**config.mk**
```make
export PLATFORM = sky130hd
export DESIGN_NAME = sprite_ram_arbiter
export DESIGN_NICKNAME = d
export VERILOG_FILES = /design/src/rtl/sprite_ram_arbiter.sv
export SDC_FILE = /design/constraint.sdc
export NUM_CORES = 1
export LEC_CHECK = 0
export BUFFER_PORTS_ARGS = -buffer_cell sky130_fd_sc_hd__buf_2
export CAP_MARGIN = 20
export CORE_MARGIN = 3
export CORE_UTILIZATION = 43
export DETAILED_ROUTE_END_ITERATION = 7
export PLACE_DENSITY = 0.8
export RECOVER_POWER = 25
export SETUP_SLACK_MARGIN = 0.3
export SYNTH_ARGS = -nofsm -noshare
export SYNTH_HDL_FRONTEND = slang
export SYNTH_SLANG_ARGS = --single-unit
```
**constraint.sdc**
```tcl
create_clock -name clk -period 2.09 [get_ports clk]
set_input_delay 0.1045 -clock clk [delete_from_list [all_inputs] [get_ports clk]]
set_output_delay 0.1045 -clock clk [all_outputs]
set_load 0.02 [all_outputs]
```
**src/rtl/sprite_ram_arbiter.sv**
```systemverilog
// sprite_ram_arbiter: owns the sprite RAM port; passes initializer writes through during fill,
// then arbitrates renderer reads (priority) against effects writes (starvation-guarded).
module sprite_ram_arbiter #(
    parameter int ADDR_W     = 13,
    parameter int DATA_W     = 8,
    parameter int RD_LATENCY = 1,
    parameter int MAX_WAIT   = 15
) (
    input  logic              clk,
    input  logic              rst,
    input  logic              init_busy_i,
    input  logic              init_we_i,
    input  logic [ADDR_W-1:0] init_addr_i,
    input  logic [DATA_W-1:0] init_data_i,
    input  logic              rd_req_i,
    input  logic [ADDR_W-1:0] rd_addr_i,
    output logic              rd_gnt_o,
    output logic              rd_valid_o,
    output logic [DATA_W-1:0] rd_data_o,
    input  logic              wr_req_i,
    input  logic [ADDR_W-1:0] wr_addr_i,
    input  logic [DATA_W-1:0] wr_data_i,
    output logic              wr_gnt_o,
    output logic              ready_o,
    output logic [ADDR_W-1:0] ram_addr_o,
    output logic [DATA_W-1:0] ram_wdata_o,
    output logic              ram_we_o,
    input  logic [DATA_W-1:0] ram_rdata_i
);
    typedef enum logic {INIT, RUN} state_t;
    state_t            state_q, state_d;
    logic              ready_q, ready_d;
    logic [7:0]        wait_cnt_q, wait_cnt_d;
    logic [RD_LATENCY:0] tok_q, tok_d;
    logic [ADDR_W-1:0] ram_addr_q, ram_addr_d;
    logic [DATA_W-1:0] ram_wdata_q, ram_wdata_d;
    logic              ram_we_q, ram_we_d;
    logic              run, force_wr, init;
    // Decisions use the registered state, so a request in the cycle init_busy rises may still win.
    assign run      = (state_q == RUN) && !rst;
    assign init     = (state_q == INIT);
    assign force_wr = wr_req_i && (wait_cnt_q == 8'(MAX_WAIT));
    assign rd_gnt_o = run && rd_req_i && !force_wr;
    assign wr_gnt_o = run && wr_req_i && (!rd_req_i || force_wr);
    assign rd_valid_o  = tok_q[RD_LATENCY];
    assign rd_data_o   = ram_rdata_i;
    assign ready_o     = ready_q;
    assign ram_addr_o  = ram_addr_q;
    assign ram_wdata_o = ram_wdata_q;
    assign ram_we_o    = ram_we_q;
    always_comb begin
        state_d     = init_busy_i ? INIT : RUN;
        ready_d     = !init_busy_i;
        tok_d       = {tok_q[RD_LATENCY-1:0], rd_gnt_o};
        wait_cnt_d  = (init || !wr_req_i || wr_gnt_o) ? 8'd0 :
                      (wait_cnt_q == 8'(MAX_WAIT)) ? wait_cnt_q : wait_cnt_q + 8'd1;
        ram_addr_d  = init ? init_addr_i : rd_gnt_o ? rd_addr_i : wr_gnt_o ? wr_addr_i : ram_addr_q;
        ram_wdata_d = init ? init_data_i : wr_gnt_o ? wr_data_i : ram_wdata_q;
        ram_we_d    = init ? init_we_i : wr_gnt_o;
    end
    always_ff @(posedge clk) begin
        if (rst) begin
            state_q     <= INIT;
            ready_q     <= 1'b0;
            wait_cnt_q  <= '0;
            tok_q       <= '0;
            ram_addr_q  <= '0;
            ram_wdata_q <= '0;
            ram_we_q    <= 1'b0;
        end else begin
            state_q     <= state_d;
            ready_q     <= ready_d;
            wait_cnt_q  <= wait_cnt_d;
            tok_q       <= tok_d;
            ram_addr_q  <= ram_addr_d;
            ram_wdata_q <= ram_wdata_d;
            ram_we_q    <= ram_we_d;
        end
    end
endmodule
```
* Word level (Yosys, flattened, before mapping)
Index checks and enable logic that the tools add are counted.
** Storage, ports and cells
- Bits of input ports :: 69
- Register bits after elaboration :: 34
- Output and inout bits :: 34
- Word-level logic and storage cells :: 34
** Cells by class
- Add/sub/neg operators :: 1
- Bitwise operators :: 1
- Mux-type cells :: 7
- Reductions and logical operators :: 15
- Equal/unequal tests :: 3
** Operators by type and width (number)
- 2-to-1 mux 13 bit :: 3
- 2-to-1 mux 8 bit :: 2
- adder 8 x 1 -> 8 bit (second input constant) :: 1
- equality test 8 x 4 -> 1 bit (second input constant) :: 1
- logical AND 1 bit :: 6
- zero test 1 bit :: 5
- logical OR 1 bit :: 3
- != test 3 bit (second input constant) :: 1
- 2-to-1 mux 1 bit :: 2
- != test 2 bit (second input constant) :: 1
- OR reduction 2 bit :: 1
- inverter 1 bit :: 1

* Longest topological paths before layout
- Word-level depth :: 7
- Gate-level depth with buffers :: 6
- Mapped depth without buffers :: 5

* Least setup slack after synthesis
Ideal clock, no wire load.
- Path kind :: reg-to-reg
- From :: reg state_q
- To :: reg ram_addr_q[1], in the netlist ram_addr_o[1]
- Library setup time :: 0.081 ns
- Data arrival time :: 1.511 ns
- Stages on the path, launching flop included :: 6
- Required time :: 2.009 ns
- Setup slack :: 0.498 ns
- Buffers on the path :: 2
- Period minus slack after synthesis :: 1.592 ns
- Cells stage by stage :: dfxtp_1 > buf_2 > nor4b_2 > clkbuf_1 > nand2_1 > a41oi_1
** On the way
- Cells in the longest elaborated chain, start to end :: 5
- Elaborated cells between the ends (all ways) :: 8
- Those cells by class :: 1 x eq/ne; 2 x mux; 5 x reduce/logical
** Ends and longest elaborated chain
- start: declaration :: line 31 : state_t state_q, state_d;
- start signal: assignment :: line 71 : state_q <= state_d;
- logical AND 1 bit :: line 40 : assign run = (state_q == RUN) && !rst;
- logical AND 1 bit (2 in a row) :: line 43 : assign rd_gnt_o = run && rd_req_i && !force_wr;
- 2-to-1 mux 13 bit (2 in a row) :: line 57 : ram_addr_d = init ? init_addr_i : rd_gnt_o ? rd_addr_i : wr_gnt_o ? wr_addr_i : ram_addr_q;
- end signal: assignment :: line 75 : ram_addr_q <= ram_addr_d;
- end: declaration :: line 35 : logic [ADDR_W-1:0] ram_addr_q, ram_addr_d;
Parallel ways exist; a longest one is shown, timed or not.
A chain may end at the register's enable or synchronous reset.

* Worst setup path in the final report
- From :: reg wait_cnt_q[4]
- To :: out wr_gnt_o
** On the way
- Cells in the longest elaborated chain, start to end :: 4
** Ends and longest elaborated chain
- start: declaration :: line 33 : logic [7:0] wait_cnt_q, wait_cnt_d;
- start signal: assignment :: line 73 : wait_cnt_q <= wait_cnt_d;
- equality test 8 x 4 -> 1 bit :: line 42 : assign force_wr = wr_req_i && (wait_cnt_q == 8'(MAX_WAIT));
- logical AND 1 bit :: line 42
- logical OR 1 bit :: line 44 : assign wr_gnt_o = run && wr_req_i && (!rd_req_i || force_wr);
- logical AND 1 bit :: line 44
- end: declaration :: line 23 : output logic wr_gnt_o,
Every way passes these cells.

==> impl_metrics.yaml <==
synth:
  synthFlopType: "dfxtp_1"
  yosysMostFrequentCell: "nor2_1"
  yosysSeqAreaShare_pct: 38.7
  synth-async-reset-ratio_pct: 0
  yosys_warnings: 0
  synth_top_area_share_pct: 38.7
  syn-num-nets: 270
  avgSynthCellArea_um2: 8.55
  synthTopCellsByCount: "nor2_1, dfxtp_1, inv_1, nand2_1, a41oi_1"
  ys_types: 29
  synth_edf_count: 0
  ys_ff_latch: 33
  synthesis.area_um2: 1710
  synth_cells: 200
  synthTopCellsByArea: "dfxtp_1, nor2_1, o221ai_2, a41oi_1, mux2i_1"
  synth.largest_area_cell: "dfxtp_1"
power_and_ir_drop:
  p_int_mw: 1.17
  swShare_pct: 26.2
  powerDensity_nw_per_um2: 681
  p_seq_share_pct: 43.2
  switchingPower_mw: 0.416
  peakVddDrop_v: 0.000323
  p_comb_share_pct: 17.3
  pwr-share-clk_pct: 39.5
  leakagePower_nw: 1.06
global_route:
  grt_usage_pct: 19.7
  antenna_found_initial: 0
  grt_pass1_vias: 1573
  grt.met2_usage_pct: 31.4
  met3_usage_pct: 7.58
  grt_max_degree: 20
  busiest_layer: "met2"
  grt_util_met1_pct: 23.8
  grt_pass1_wl_um: 7500
  overflow: 0
sta:
  finalHoldViolCount: 0
  slew_violations: 0
  clock.fmax_ghz: 0.548
  period_share_pct: 87.3
  setup_viol: 0
  fin_skew_ps: 9.11
  rsz0062_at_grt: "true"
  maxSlewHeadroom_pct: 55.6
  setup_tns_ps: 0
  layout_min_cycle_time_ps: 1820
  tightest_slew_ps: 664
floorplan:
  die_w_um: 69.0
  coreArea_um2: 3740
  io_pins: 103
  die_area_um2: 4770
  num_rows: 22
  die_y_um: 69.0
  start_util_pct: 45.7
cts:
  cts.clk_slew.worst_paths_ps: 70
  cts.sinks: 33
  cts_made_buffers: 5
  cts_tree: "built"
  worstSkewPairLatency_ps: 290
  clk_path_buf_depth: 2
  h-tree-depth: 2
  cts_root_buf: "clkbuf_8"
route:
  final_antenna_net_count: 0
  firstDrtPassIters: 4
  wl_um: 4540
  wl_per_cell_um: 13.5
  vias: 1709
  vias_per_cell: 5.09
  route.detailed.drc: 0
  drt_iter0_drc: 149
critical_path:
  crit_chain: "or4_4 > o22ai_2 > buf_6 > and3b_1 > buf_6"
  crit_arrival_ps: 1720
  rrSetupSlack_ps: 300
  crit_family: "simple AND/OR/NAND/NOR gates"
  crit_path_frequent_cell: "buf_6"
  cp-start-kind: "flip-flop"
  crit_type: "flip-flop to output pin"
  critPathMaxStageDelay_ps: 570
  critPathSlowestCell: "or4_4"
  endpoint_kind: "output pin"
  cp_data_required_time_ps: 1990
  path_max_fanout: 4
  crit_buf_inv: 2
cells_and_area:
  n_fill_cell: 346
  multi_input_area_um2: 861
  final_nets: 357
  fin_cells: 336
  regArea_um2: 663
  area_delta_synth_final_pct: 36.6
  num_antenna_cells: 0
  drive_gt1_share_pct: 41.0
place:
  io_buffers: 86
  gp_congestion: 0.853
  dp_hpwl_um: 3200
  dp.cells: 321
min_path:
  hp-class: "input pin to flip-flop"
run_status:
  status: "finished clean"
run:
  drv_cap: 0
==> worst reg2reg max path: stages (launching register included) <==
cell	delay (ps)
dfxtp_2	320
or4_4	570
o22ai_2	140
buf_6	130
buf_4	190
mux2i_1	220
a211oi_1	90
==> final timing paths <==
kind	start	end	cells after the start
worst max-delay path	wait_cnt_q[4]$_SDFFE_PP0P_	wr_gnt_o	5
worst min-delay path	init_we_i	ram_we_o$_SDFF_PP0_	3
worst max register to register	wait_cnt_q[4]$_SDFFE_PP0P_	ram_wdata_o[7]$_SDFFE_PP0P_	6
worst min register to register	wait_cnt_q[0]$_SDFFE_PP0P_	wait_cnt_q[0]$_SDFFE_PP0P_	1
==> repair_timing <==
item                                    in CTS  in global routing
buffers inserted                             5                  1
resized for setup                            7                  4
hold buffers                                 1                  0
endpoints found under the setup margin       2                 15
pin swaps                                    2                  2
hold endpoints to repair                     1                  0
==> sequential cells by signal, summed over array words and instances, names as in the netlist <==
signal and count:
wait_cnt_q 8, state_q 1, ram_we_o 1, ram_addr_o 13
ram_wdata_o 8, tok_q 2
==> logic make-up after synthesis <==
| logic type | after synthesis | share of synthesized area, % |
|---|---|---|
| AO/OA/AOI/OAI | 39 | 22.3 |
| XOR/XNOR | 6 | 3.07 |
| adder cells (fa/ha/maj) | 1 | 0.732 |
| buffers and inverters | 38 | 11.1 |
| flip-flops | 33 | 38.7 |
| multiplexers | 9 | 5.27 |
| AND/OR/NAND/NOR | 74 | 18.8 |
==> cells in the final DEF (no fill, tap or decap) <==
| master | count |
|---|---|
| dfxtp_1 | 31 |
| a21oi_1 | 2 |
| and3b_1 | 2 |
| o22ai_2 | 1 |
| a41oi_1 | 13 |
| o221ai_1 | 5 |
| buf_2 | 78 |
| nor3_1 | 1 |
| buf_12 | 1 |
| nor4b_2 | 1 |
| bufinv_16 | 1 |
| nand3_1 | 3 |
| dfxtp_2 | 2 |
| nand4_1 | 1 |
| xor2_1 | 2 |
| xnor2_1 | 4 |
| buf_6 | 3 |
| inv_1 | 17 |
| a211oi_1 | 8 |
| o221ai_2 | 8 |
| clkbuf_8 | 6 |
| clkinvlp_4 | 1 |
| or4_4 | 1 |
| mux2i_1 | 9 |
| o21ai_1 | 1 |
| o21ai_4 | 1 |
| nor2b_1 | 2 |
| buf_4 | 12 |
| nor2_1 | 45 |
| dlygate4sd3_1 | 1 |
| clkbuf_1 | 6 |
| ha_2 | 1 |
| nand2_1 | 17 |
| or2_2 | 1 |
==> through the flow <==
| step | cell area (um2) | util, % | hold slack [ps] | setup slack (ps) | power (mW) |
|---|---|---|---|---|---|
| after CTS | 2320 | 62.1 | 48.7 | 274 | 1.60 |
| final | 2330 | 62.4 | 51.2 | 266 | 1.59 |
| after detailed placement | 2130 | 57.0 | 209 | 366 | 0.968 |
| after floorplan | 1710 | - | 171 | 498 | 0.872 |
| after global placement | 2130 | 57.0 | 209 | 420 | 0.964 |
| after global routing | 2330 | 62.4 | 84.2 | 190 | 1.67 |
==> power groups by stage <==
stage,registers (mW),clock network (mW),logic (mW)
2_1_floorplan,0.740,0,0.132
3_3_place_gp,0.700,0,0.264
3_5_place_dp,0.700,0,0.268
4_1_cts,0.686,0.637,0.278
5_1_grt,0.692,0.677,0.301
6_report,0.687,0.629,0.276
==> layer usage <==
metal  wire length (um)  up-vias
met2               2240       54
met5                  0        -
met4                 66        0
li1                   -      864
met1               1910      786
met3                323        5
==> area by class of cell <==
| type | count | share of cell area [%] |
|---|---|---|
| clock buffers | 6 | 3.54 |
| inverters | 17 | 2.73 |
| clock inverters | 2 | 1.61 |
| flip-flops and latches | 33 | 28.4 |
| well taps | 48 | 2.57 |
| repair buffers | 101 | 24.3 |
| multi-input cells | 129 | 36.9 |
(Power assumes the default switching activity.)
